===== src/rtl/uart_cmd_parser_pkg.sv =====
// Shared types and constants for the UART command parser: FSM states, drop causes and
// the ACK/NAK response bytes used when UART_CMD_ACK_EN is defined.
package uart_cmd_parser_pkg;

    typedef enum logic [2:0] {
        StHunt,
        StGetAddr,
        StGetLen,
        StGetData,
        StGetChk,
        StCommit,
        StError,
        StWaitAck
    } state_e;

    localparam logic [1:0] ErrChk     = 2'd0;
    localparam logic [1:0] ErrLen     = 2'd1;
    localparam logic [1:0] ErrTimeout = 2'd2;
    localparam logic [1:0] ErrLine    = 2'd3;

    localparam logic [7:0] AckByte = 8'h06;
    localparam logic [7:0] NakByte = 8'h15;

    function automatic logic len_valid(input logic [7:0] len, input logic [7:0] max_len);
        return (len != 8'd0) && (len <= max_len);
    endfunction

endpackage


===== src/rtl/uart_cmd_parser_buf.sv =====
// Payload holding buffer: Depth x 8 register array, synchronous write, combinational read.
// Indices at or beyond Depth read as zero and ignore writes.
module uart_cmd_buf #(
    parameter int unsigned Depth = 16,
    parameter int unsigned IdxW  = 5
) (
    input  logic            clk_i,
    input  logic            we_i,
    input  logic [IdxW-1:0] widx_i,
    input  logic [7:0]      wdata_i,
    input  logic [IdxW-1:0] ridx_i,
    output logic [7:0]      rdata_o
);

    localparam int unsigned AddrW = (Depth > 1) ? $clog2(Depth) : 1;
    localparam logic [IdxW-1:0] DepthIdx = IdxW'(Depth);

    logic [7:0] mem_q [Depth];

    always_ff @(posedge clk_i) begin
        if (we_i && (widx_i < DepthIdx)) begin
            mem_q[widx_i[AddrW-1:0]] <= wdata_i;
        end
    end

    always_comb begin
        rdata_o = 8'h00;
        if (ridx_i < DepthIdx) begin
            rdata_o = mem_q[ridx_i[AddrW-1:0]];
        end
    end

endmodule


===== src/rtl/uart_cmd_parser.sv =====
// Frames UART bytes into SYNC/ADDR/LEN/DATA/CHK packets and replays verified payloads as
// register writes. Define UART_CMD_ACK_EN to add the tx_busy/ack_transmit/ack_byte handshake.
module uart_cmd_parser
    import uart_cmd_parser_pkg::*;
#(
    parameter int unsigned MAX_LEN        = 16,
    parameter logic [7:0]  SYNC_BYTE      = 8'hA5,
    parameter int unsigned TIMEOUT_CYCLES = 2_000_000
) (
    input  logic       clk,
    input  logic       rst_n,
    input  logic       received,
    input  logic [7:0] rx_byte,
    input  logic       recv_error,
    output logic       reg_we,
    output logic [7:0] reg_addr,
    output logic [7:0] reg_wdata,
    output logic       pkt_ok,
    output logic       pkt_err,
    output logic [1:0] err_code,
`ifdef UART_CMD_ACK_EN
    input  logic       tx_busy,
    output logic       ack_transmit,
    output logic [7:0] ack_byte,
`endif
    output logic       busy
);

    localparam int unsigned IdxW = $clog2(MAX_LEN + 1);
    localparam int unsigned TmrW = $clog2(TIMEOUT_CYCLES + 1);
    localparam logic [TmrW-1:0] TmrReload = TmrW'(TIMEOUT_CYCLES - 1);
    localparam logic [7:0] MaxLen8 = 8'(MAX_LEN);

`ifdef UART_CMD_ACK_EN
    localparam state_e PostState = StWaitAck;
`else
    localparam state_e PostState = StHunt;
`endif

    state_e          state_q, state_d;
    logic [7:0]      addr_q, addr_d;
    logic [7:0]      len_q, len_d;
    logic [7:0]      acc_q, acc_d;
    logic [IdxW-1:0] idx_q, idx_d;
    logic [TmrW-1:0] timer_q, timer_d;
    logic            reg_we_q, reg_we_d;
    logic [7:0]      reg_addr_q, reg_addr_d;
    logic [7:0]      reg_wdata_q, reg_wdata_d;
    logic            pkt_ok_q, pkt_ok_d;
    logic            pkt_err_q, pkt_err_d;
    logic [1:0]      err_code_q, err_code_d;
    logic            busy_q, busy_d;
`ifdef UART_CMD_ACK_EN
    logic            ack_transmit_q, ack_transmit_d;
    logic [7:0]      ack_byte_q, ack_byte_d;
`endif

    logic            buf_we;
    logic [7:0]      buf_rdata;
    logic            in_pkt;
    logic            err_go;
    logic [1:0]      err_sel;
    logic [IdxW-1:0] len_idx;
    logic [IdxW-1:0] idx_inc;

    assign len_idx = len_q[IdxW-1:0];
    assign idx_inc = idx_q + 1'b1;

    uart_cmd_buf #(
        .Depth (MAX_LEN),
        .IdxW  (IdxW)
    ) u_buf (
        .clk_i   (clk),
        .we_i    (buf_we),
        .widx_i  (idx_q),
        .wdata_i (rx_byte),
        .ridx_i  (idx_q),
        .rdata_o (buf_rdata)
    );

    always_comb begin
        state_d     = state_q;
        addr_d      = addr_q;
        len_d       = len_q;
        acc_d       = acc_q;
        idx_d       = idx_q;
        timer_d     = timer_q;
        reg_we_d    = 1'b0;
        reg_addr_d  = reg_addr_q;
        reg_wdata_d = reg_wdata_q;
        pkt_ok_d    = 1'b0;
        pkt_err_d   = 1'b0;
        err_code_d  = err_code_q;
        buf_we      = 1'b0;
        err_go      = 1'b0;
        err_sel     = ErrChk;
        in_pkt      = (state_q == StGetAddr) || (state_q == StGetLen) ||
                      (state_q == StGetData) || (state_q == StGetChk);

        if (in_pkt) begin
            // recv_error beats a simultaneous byte strobe; the byte is lost.
            if (recv_error) begin
                err_go  = 1'b1;
                err_sel = ErrLine;
            end else if (received) begin
                timer_d = TmrReload;
                unique case (state_q)
                    StGetAddr: begin
                        addr_d  = rx_byte;
                        acc_d   = rx_byte;
                        state_d = StGetLen;
                    end
                    StGetLen: begin
                        if (!len_valid(rx_byte, MaxLen8)) begin
                            err_go  = 1'b1;
                            err_sel = ErrLen;
                        end else begin
                            len_d   = rx_byte;
                            acc_d   = acc_q ^ rx_byte;
                            idx_d   = '0;
                            state_d = StGetData;
                        end
                    end
                    StGetData: begin
                        buf_we = 1'b1;
                        acc_d  = acc_q ^ rx_byte;
                        if (idx_inc == len_idx) begin
                            idx_d   = '0;
                            state_d = StGetChk;
                        end else begin
                            idx_d = idx_inc;
                        end
                    end
                    StGetChk: begin
                        if (rx_byte == acc_q) begin
                            // Issue the first write now so the burst starts next cycle.
                            reg_we_d    = 1'b1;
                            reg_addr_d  = addr_q;
                            reg_wdata_d = buf_rdata;
                            idx_d       = idx_inc;
                            state_d     = StCommit;
                        end else begin
                            err_go  = 1'b1;
                            err_sel = ErrChk;
                        end
                    end
                    default: ;
                endcase
            end else if (timer_q == '0) begin
                err_go  = 1'b1;
                err_sel = ErrTimeout;
            end else begin
                timer_d = timer_q - 1'b1;
            end
        end else begin
            case (state_q)
                StHunt: begin
                    if (received && !recv_error && (rx_byte == SYNC_BYTE)) begin
                        timer_d = TmrReload;
                        state_d = StGetAddr;
                    end
                end
                StCommit: begin
                    if (idx_q != len_idx) begin
                        reg_we_d    = 1'b1;
                        reg_addr_d  = addr_q + 8'(idx_q);
                        reg_wdata_d = buf_rdata;
                        idx_d       = idx_inc;
                    end else begin
                        pkt_ok_d = 1'b1;
                        idx_d    = '0;
                        state_d  = PostState;
                    end
                end
                StError: begin
                    state_d = PostState;
                end
`ifdef UART_CMD_ACK_EN
                StWaitAck: begin
                    if (!tx_busy) begin
                        state_d = StHunt;
                    end
                end
`endif
                default: begin
                    state_d = StHunt;
                end
            endcase
        end

        if (err_go) begin
            state_d    = StError;
            pkt_err_d  = 1'b1;
            err_code_d = err_sel;
        end

        busy_d = (state_d != StHunt);
    end

`ifdef UART_CMD_ACK_EN
    always_comb begin
        ack_byte_d     = ack_byte_q;
        ack_transmit_d = 1'b0;
        if (pkt_ok_d) begin
            ack_byte_d = AckByte;
        end else if (pkt_err_d) begin
            ack_byte_d = NakByte;
        end
        if ((state_q == StWaitAck) && !tx_busy) begin
            ack_transmit_d = 1'b1;
        end
    end
`endif

    always_ff @(posedge clk or negedge rst_n) begin
        if (!rst_n) begin
            state_q        <= StHunt;
            addr_q         <= 8'h00;
            len_q          <= 8'h00;
            acc_q          <= 8'h00;
            idx_q          <= '0;
            timer_q        <= '0;
            reg_we_q       <= 1'b0;
            reg_addr_q     <= 8'h00;
            reg_wdata_q    <= 8'h00;
            pkt_ok_q       <= 1'b0;
            pkt_err_q      <= 1'b0;
            err_code_q     <= 2'd0;
            busy_q         <= 1'b0;
`ifdef UART_CMD_ACK_EN
            ack_transmit_q <= 1'b0;
            ack_byte_q     <= 8'h00;
`endif
        end else begin
            state_q        <= state_d;
            addr_q         <= addr_d;
            len_q          <= len_d;
            acc_q          <= acc_d;
            idx_q          <= idx_d;
            timer_q        <= timer_d;
            reg_we_q       <= reg_we_d;
            reg_addr_q     <= reg_addr_d;
            reg_wdata_q    <= reg_wdata_d;
            pkt_ok_q       <= pkt_ok_d;
            pkt_err_q      <= pkt_err_d;
            err_code_q     <= err_code_d;
            busy_q         <= busy_d;
`ifdef UART_CMD_ACK_EN
            ack_transmit_q <= ack_transmit_d;
            ack_byte_q     <= ack_byte_d;
`endif
        end
    end

    assign reg_we    = reg_we_q;
    assign reg_addr  = reg_addr_q;
    assign reg_wdata = reg_wdata_q;
    assign pkt_ok    = pkt_ok_q;
    assign pkt_err   = pkt_err_q;
    assign err_code  = err_code_q;
    assign busy      = busy_q;
`ifdef UART_CMD_ACK_EN
    assign ack_transmit = ack_transmit_q;
    assign ack_byte     = ack_byte_q;
`endif

endmodule


===== config.mk =====
export PLATFORM = sky130hd
export DESIGN_NAME = uart_cmd_parser
export DESIGN_NICKNAME = d
export VERILOG_FILES = /design/src/rtl/uart_cmd_parser_pkg.sv /design/src/rtl/uart_cmd_parser_buf.sv /design/src/rtl/uart_cmd_parser.sv
export SDC_FILE = /design/constraint.sdc
export NUM_CORES = 1
export LEC_CHECK = 0
export ABC_AREA = 1
export BUFFER_PORTS_ARGS = -buffer_cell sky130_fd_sc_hd__buf_4
export CAP_MARGIN = 20
export CORE_MARGIN = 1
export CORE_UTILIZATION = 40
export CTS_CLUSTER_DIAMETER = 120
export DETAILED_ROUTE_END_ITERATION = 16
export SKIP_LAST_GASP = 1
export SYNTH_ARGS = -nofsm -noshare
export SYNTH_HDL_FRONTEND = slang
export SYNTH_SLANG_ARGS = --single-unit

===== constraint.sdc =====
create_clock -name clk -period 5.6 [get_ports clk]
set_input_delay 1.12 -clock clk [delete_from_list [all_inputs] [get_ports clk]]
set_output_delay 1.12 -clock clk [all_outputs]
set_load 0.005 [all_outputs]

==> reports/metrics.cfg, run 1 <==
[hold_path]
hold_path_class=register to register

[worst_setup_path]
worstPathRequired_ns=5.67
path_delay_family=simple AND/OR/NAND/NOR gates
critPathMaxFanout=17
crit_chain=buf_4 -> inv_4 -> nor2_4 -> inv_2 -> nor3_1 -> nand2_1 -> nor2_1
setup.worst_path.class=primary input to register
worst-path-buf-inv=3
start_kind=primary input
arrival_ns=2.86
crit_slowest_cell=nor2_1
crit_path_end_kind=register
cp_slowest_stage_delay_ns=0.60

[route]
drt_pass1_iterations=5
via_count=7031
drtIter0Drc=608
ant_nets=0
post_drt_wl_per_cell_um=17.0
routed_wl_um=23200
viasPerCell=5.14
drc=0

[sta]
finalMaxSlewViolations=0
fin_ws_ns=2.81
grt_setup_unrepaired=false
worst_pin_slew_ns=1.08
period_minus_slack_ns=2.79
post-route-period-util=0.498
hold_viol_final=0
finClkSkew_ns=0.0165
slew-limit-headroom=0.281
setup_viol=0
fmax_mhz=358
final.setup.tns_ns=0
fin_hold_ws_ns=0.487

[clock_network]
clk_latency_ns=0.44
numCtsBuffers=17
cts_resized=0
htree_levels=4
hold_buffers=0
post_cts_buffers=0
cts_root_buf=clkbuf_16
cts_buffer_depth=2
cts_tree=yes
clk_pin_slew_ns=0.08
cts_sinks=200

[pwr]
pwr-share-clk=0.259
comb_power_share=0.338
internal-power_uw=2890
power_switching_uw=1880
swShare=0.393
seq_power_share=0.402
power_density_nw_per_um2=452
vdd_drop_max_v=0.000216
p_leak_uw=0.00424

[finish]
multiInputGateArea_um2=3380
final_common_cell=nand2_1
diodes=0
seqCellArea_um2=5650
drive_gt1_frac=0.103
final_cell_mix=nand2_1, nor2_1, edfxtp_1
nets=1059
area_growth_pct=11.0
fillerInstances=2297
utilization=0.451
stdcell_count=1368

[placed_design]
dp_cells=1336
io_buffers=33
pre_cts_slack_ns=2.35
dp_hpwl_um=15300
place_congestion=0.888

[global_route]
gr-usage-all-layers=0.199
grt-ovfl-total=0
grt_pass1_vias=6471
grt_start_max_net_pins=73
antenna_found_initial=0
grt_pass1_wl_um=36600

[yosys]
synth_seq_area_share=0.593
avgSynthCellArea_um2=9.31
synthCells=1022
synth_seq_cells=200
synth_warnings=0
syn_nets=1045
synth_cell_types=39
syn-cell-area_um2=9510

[floorplan]
die_w_um=156
core_area_um2=23400
ios=34
dieArea_um2=24400
die_h_um=156
start_util=0.406
rows=56

[job]
maxCapViolations=0

[run_status]
status=complete, no violations

## kinds of logic (layout without fill, tap and decap cells)
group / count (synthesis) / count (layout) / share of synthesized area
AND/OR/NAND/NOR: 517 / 517 / 0.230
flip-flops: 200 / 200 / 0.593
AO/OA/AOI/OAI: 173 / 173 / 0.101
buffers and inverters: 111 / 138 / 0.0512
adder cells (fa/ha/maj): 11 / 11 / 0.0153
XOR/XNOR: 10 / 10 / 0.00921
## worst paths after layout
check	endpoint	startpoint	slack (ns)	cells after the start
worst max-delay path	u_buf.mem_q[10][1]	received	2.81	7
worst min-delay path	reg_wdata[3]	reg_wdata[3]	0.49	2
worst max register to register	reg_addr[6]	idx_q[0]	2.94	10
worst min register to register	reg_wdata[3]	reg_wdata[3]	0.49	2
max in group asynchronous	idx_q[0]	rst_n	4.14	1
min in group asynchronous	reg_addr[2]	rst_n	0.81	1
## metal layers
metal / track usage / wire length (um) / up-vias / share of wire
met1: 0.291 / 11200 / 3319 / 0.48
met3: 0.0354 / 1170 / 29 / 0.050
met5: 0 / 0 / - / 0
met2: 0.299 / 10400 / 194 / 0.45
li1: - / - / 3489 / -
met4: 0.0579 / 361 / 0 / 0.016
## power groups by stage
stage	logic, uW	registers [uW]	clock network, uW
final	1610	1920	1240
after detailed placement	1610	1950	0
after global routing	1820	1950	1310
after global placement	1600	1950	0
after CTS	1620	1920	1260
after floorplan	1240	1910	0
## tightest hold or removal path, delay by kind of cell (launching register included)
kind,cells,cell delay (ns)
DFF,1,0.35
and+or+nand+nor,2,0.11
## registers in the layout, summed over array words and instances (netlist names), 2 cells and up
register	cells
acc_q	8
addr_q	8
err_code	2
idx_q	5
len_q	5
reg_addr	8
reg_wdata	8
state_q	3
timer_q	21
u_buf.mem_q	128
## cell type report
class                   instances  area share
clock buffers                  18      0.0406
flip-flops and latches        200       0.535
repair buffers                 37      0.0263
clock inverters                14      0.0156
inverters                      69      0.0248
multi-input cells             711       0.320
well taps                     319      0.0378
## cells in the mapped netlist
library cell	count	area (um^2)
a21oi_1	14	70.1
a31oi_1	1	6.26
buf_1	2	7.51
buf_2	12	60.1
buf_4	5	37.5
buf_6	3	33.8
buf_8	1	15.0
clkbuf_1	19	71.3
clkinv_1	1	3.75
dfrtp_1	72	1800
edfxtp_1	128	3840
fa_1	1	20.0
ha_1	10	125
inv_1	59	221
inv_2	8	30.0
inv_4	1	6.26
nand2_1	259	972
nand2_2	3	18.8
nand2_4	3	33.8
nand3_1	44	220
nand3_2	2	20.0
nand3b_1	6	45.0
nand4_1	22	138
nor2_1	153	574
nor2_2	5	31.3
nor2_4	4	45.0
nor3_1	7	35.0
nor4_1	5	31.3
o211ai_1	4	30.0
o21a_1	1	7.51
o21a_4	1	15.0
o21ai_0	100	500
o21ai_1	12	60.1
o21ai_2	7	61.3
o21bai_1	1	7.51
o22ai_1	32	200
or2_2	4	25.0
xnor2_1	2	17.5
xor2_1	8	70.1
## through the flow
step	area [um^2]	total power [uW]
final	10600	4770
after global routing	10600	5080
after CTS	10600	4800
after detailed placement	9970	3560
after global placement	9970	3550
after floorplan	9510	3140
No activity file was read; power rests on OpenSTA's default activity.
==> run 2, diff against run 1 <==
--- a/config.mk
+++ b/config.mk
@@ -5,7 +5,7 @@
 export SDC_FILE = /design/constraint.sdc
 export NUM_CORES = 1
 export LEC_CHECK = 0
-export ABC_AREA = 1
+export ABC_AREA = 0
 export BUFFER_PORTS_ARGS = -buffer_cell sky130_fd_sc_hd__buf_4
 export CAP_MARGIN = 20
 export CORE_MARGIN = 1
==> constraint.sdc (replaced) <==
create_clock -name clk -period 2.6 [get_ports clk]
set_input_delay 0.52 -clock clk [delete_from_list [all_inputs] [get_ports clk]]
set_output_delay 0.52 -clock clk [all_outputs]
set_load 0.005 [all_outputs]
==> reports/metrics.cfg, run 2 <==
[sta]
finClkSkew_ns=0.0157  ; was 0.0165 ns
hold_viol_final=0  ; unchanged
slew-limit-headroom=0.597  ; was 0.281
fin_ws_ns=0.0568  ; was 2.81 ns
finalMaxSlewViolations=0  ; unchanged
post-route-period-util=0.978
period_minus_slack_ns=2.54
worst_pin_slew_ns=0.602  ; was 1.08 ns
fin_hold_ws_ns=0.0339  ; was 0.487 ns
fmax_mhz=393
setup_viol=0  ; unchanged

[hold_path]
hold_path_class=primary input to asynchronous set/reset pin  ; was register to register

[yosys]
synthFlopType=edfxtp_1  ; unchanged
synth_top_family_by_area=multiplexers  ; was simple AND/OR/NAND/NOR gates
synth_top_cell_by_area=edfxtp_1  ; unchanged
synth_compound_area_frac=0.0815  ; was 0.101
synth_area_leaders=edfxtp_1, dfrtp_1, mux4_2, nand2_1, nor2_1  ; was edfxtp_1, dfrtp_1, nand2_1, nor2_1, o21ai_0
synth.most_common_cell=edfxtp_1  ; was nand2_1
synthSimpleGateAreaFrac=0.106  ; was 0.230
synth_warnings=0  ; unchanged
synth_edf_count=128  ; unchanged
synth_seq_cells=200  ; unchanged
synthAdderAreaFrac=0.0162  ; was 0.0153
syn_nets=662  ; was 1045
synthMuxAreaShare=0.113  ; was 0
yosys-top-cells-count=edfxtp_1, dfrtp_1, nand2_1, nor2_1, mux4_2  ; was nand2_1, nor2_1, edfxtp_1, o21ai_0, dfrtp_1
synth_seq_area_share=0.630  ; was 0.593
ys_async_sr_fraction=0.360  ; unchanged
synth-xor-area-share=0.0313  ; was 0.00921
avgSynthCellArea_um2=14.0  ; was 9.31 um^2
syn-cell-area_um2=8950  ; was 9510 um^2
synthCells=639  ; was 1022
synth_top_area_frac=0.429  ; was 0.404
synth_cell_types=62  ; was 39

[worst_setup_path]
crit_path_end_kind=register  ; unchanged
start_kind=register  ; was primary input
arrival_ns=2.88  ; was 2.86 ns
critPathMaxFanout=7  ; was 17
r2r_slack_ns=0.06  ; was 2.94 ns
setup.worst_path.class=register to register  ; was primary input to register
r2r_cells=9  ; was 10
rr_endpoint=timer_q[15]  ; was reg_addr[6]
rr_startpoint=timer_q[1]  ; was idx_q[0]
worstPathRequired_ns=2.93  ; was 5.67 ns

[finish]
area_growth_pct=18.1  ; was 11.0%
final_common_cell=edfxtp_1  ; was nand2_1
diodes=0  ; unchanged
fillerInstances=1912  ; was 2297
final_cell_mix=edfxtp_1, buf_4, dfrtp_1  ; was nand2_1, nor2_1, edfxtp_1
drive_gt1_frac=0.265  ; was 0.103
nets=737  ; was 1059
stdcell_count=1007  ; was 1368
fin_area_um2=10600  ; about the same
largest_reg_flops=128  ; unchanged

[pwr]
p_leak_uw=0.00393  ; was 0.00424 uW
power_density_nw_per_um2=947  ; was 452 nW/um^2
vdd_drop_max_v=0.000620  ; was 0.000216 V
p_total_uw=10000  ; was 4770 uW

[run_status]
status=complete, no violations  ; unchanged

[placed_design]
place_congestion=0.844  ; was 0.888
dp_cells=972  ; was 1336
io_buffers=33  ; unchanged
post_dp_cell_area_um2=9870  ; was 9970 um^2
pre_cts_slack_ns=-0.0687  ; was 2.35 ns
dp_hpwl_um=13800  ; was 15300 um

[global_route]
grt_pass1_vias=5564  ; was 6471
gr-usage-all-layers=0.187  ; was 0.199
grt_start_max_net_pins=40  ; was 73
grt_pass1_wl_um=31400  ; was 36600 um
antenna_found_initial=0  ; unchanged
grt-ovfl-total=0  ; unchanged

[clock_network]
numCtsBuffers=17  ; unchanged
clk_latency_ns=0.44  ; about the same
cts_sinks=200  ; unchanged
cts_buffer_depth=2  ; unchanged
htree_levels=4  ; unchanged
cts_root_buf=clkbuf_16  ; unchanged
cts_tree=yes  ; unchanged
hold_buffers=0  ; unchanged
clk_pin_slew_ns=0.08  ; about the same

[route]
via_count=5598  ; was 7031
drtIter0Drc=469  ; was 608
drc=0  ; unchanged
drt_pass1_iterations=5  ; unchanged
routed_wl_um=20100  ; was 23200 um
post_drt_wl_per_cell_um=20.0  ; was 17.0 um
ant_nets=0  ; unchanged
viasPerCell=5.56  ; was 5.14

[floorplan]
core_area_um2=21900  ; was 23400 um^2
ios=34  ; unchanged
dieArea_um2=23000  ; was 24400 um^2
rows=54  ; was 56
start_util=0.409  ; was 0.406
die_h_um=152  ; was 156 um
die_w_um=152  ; was 156 um

[job]
maxCapViolations=0  ; unchanged

==> run 2: worst max-delay path by stage <==
stage	from	end	cells after the start
after floorplan	received	u_buf.mem_q[1][0]	6
after global placement	timer_q[1]	timer_q[18]	8
after detailed placement	timer_q[1]	timer_q[18]	8
after CTS	timer_q[1]	timer_q[18]	8
after global routing	timer_q[1]	timer_q[15]	9
final	timer_q[1]	timer_q[15]	9
==> run 2: layout make-up <==
type	instances	area (um^2)	area share
well taps	280	350	0.0331
repair buffers	93	731	0.0691
clock inverters	15	233	0.0220
flip-flops and latches	200	5650	0.534
inverters	10	37.5	0.00355
clock buffers	17	425	0.0402
multi-input cells	392	3150	0.298
==> run 2: through the flow <==
step            util  setup TNS [ns]
3_5_place_dp   0.451          -0.145
4_1_cts        0.481               0
6_report       0.483               0
2_1_floorplan      -               0
3_3_place_gp   0.451               0
5_1_grt        0.483         -0.0155
==> run 2: worst max-delay path, cell delays in order, from the launching register on <==
cell and delay, ns:
dfrtp_1 0.39, inv_2 0.08, ha_4 0.13, or4b_4 0.46, or4_4 0.58, o21ai_4 0.18, a2111oi_2 0.09, buf_4 0.18
a21o_1 0.18, a21o_1 0.16
==> run 2: kinds of logic after synthesis <==
logic type,Yosys count
XOR/XNOR,32
AO/OA/AOI/OAI,107
multiplexers,50
flip-flops,200
buffers and inverters,47
AND/OR/NAND/NOR,192
adder cells (fa/ha/maj),11
==> run 2: power by group <==
group / total, uW / internal [uW] / switching, uW
clock network: 2890 / 1520 / 1370
logic: 3110 / 1490 / 1610
registers: 4020 / 3690 / 329
total: 10000 / 6710 / 3310
==> run 2: routing by layer <==
| layer | up-vias | global-route usage | wire, um |
|---|---|---|---|
| met3 | 19 | 0.0386 | 1060 |
| met2 | 155 | 0.288 | 9560 |
| li1 | 2558 | - | - |
| met4 | 0 | 0.0480 | 198 |
| met5 | - | 0 | 0 |
| met1 | 2866 | 0.270 | 9320 |
==> run 2: timing repair <==
item,CTS,global route
setup buffers,0,3
gates resized for setup,1,7
pin swaps,1,2
endpoints found under the setup margin,12,3
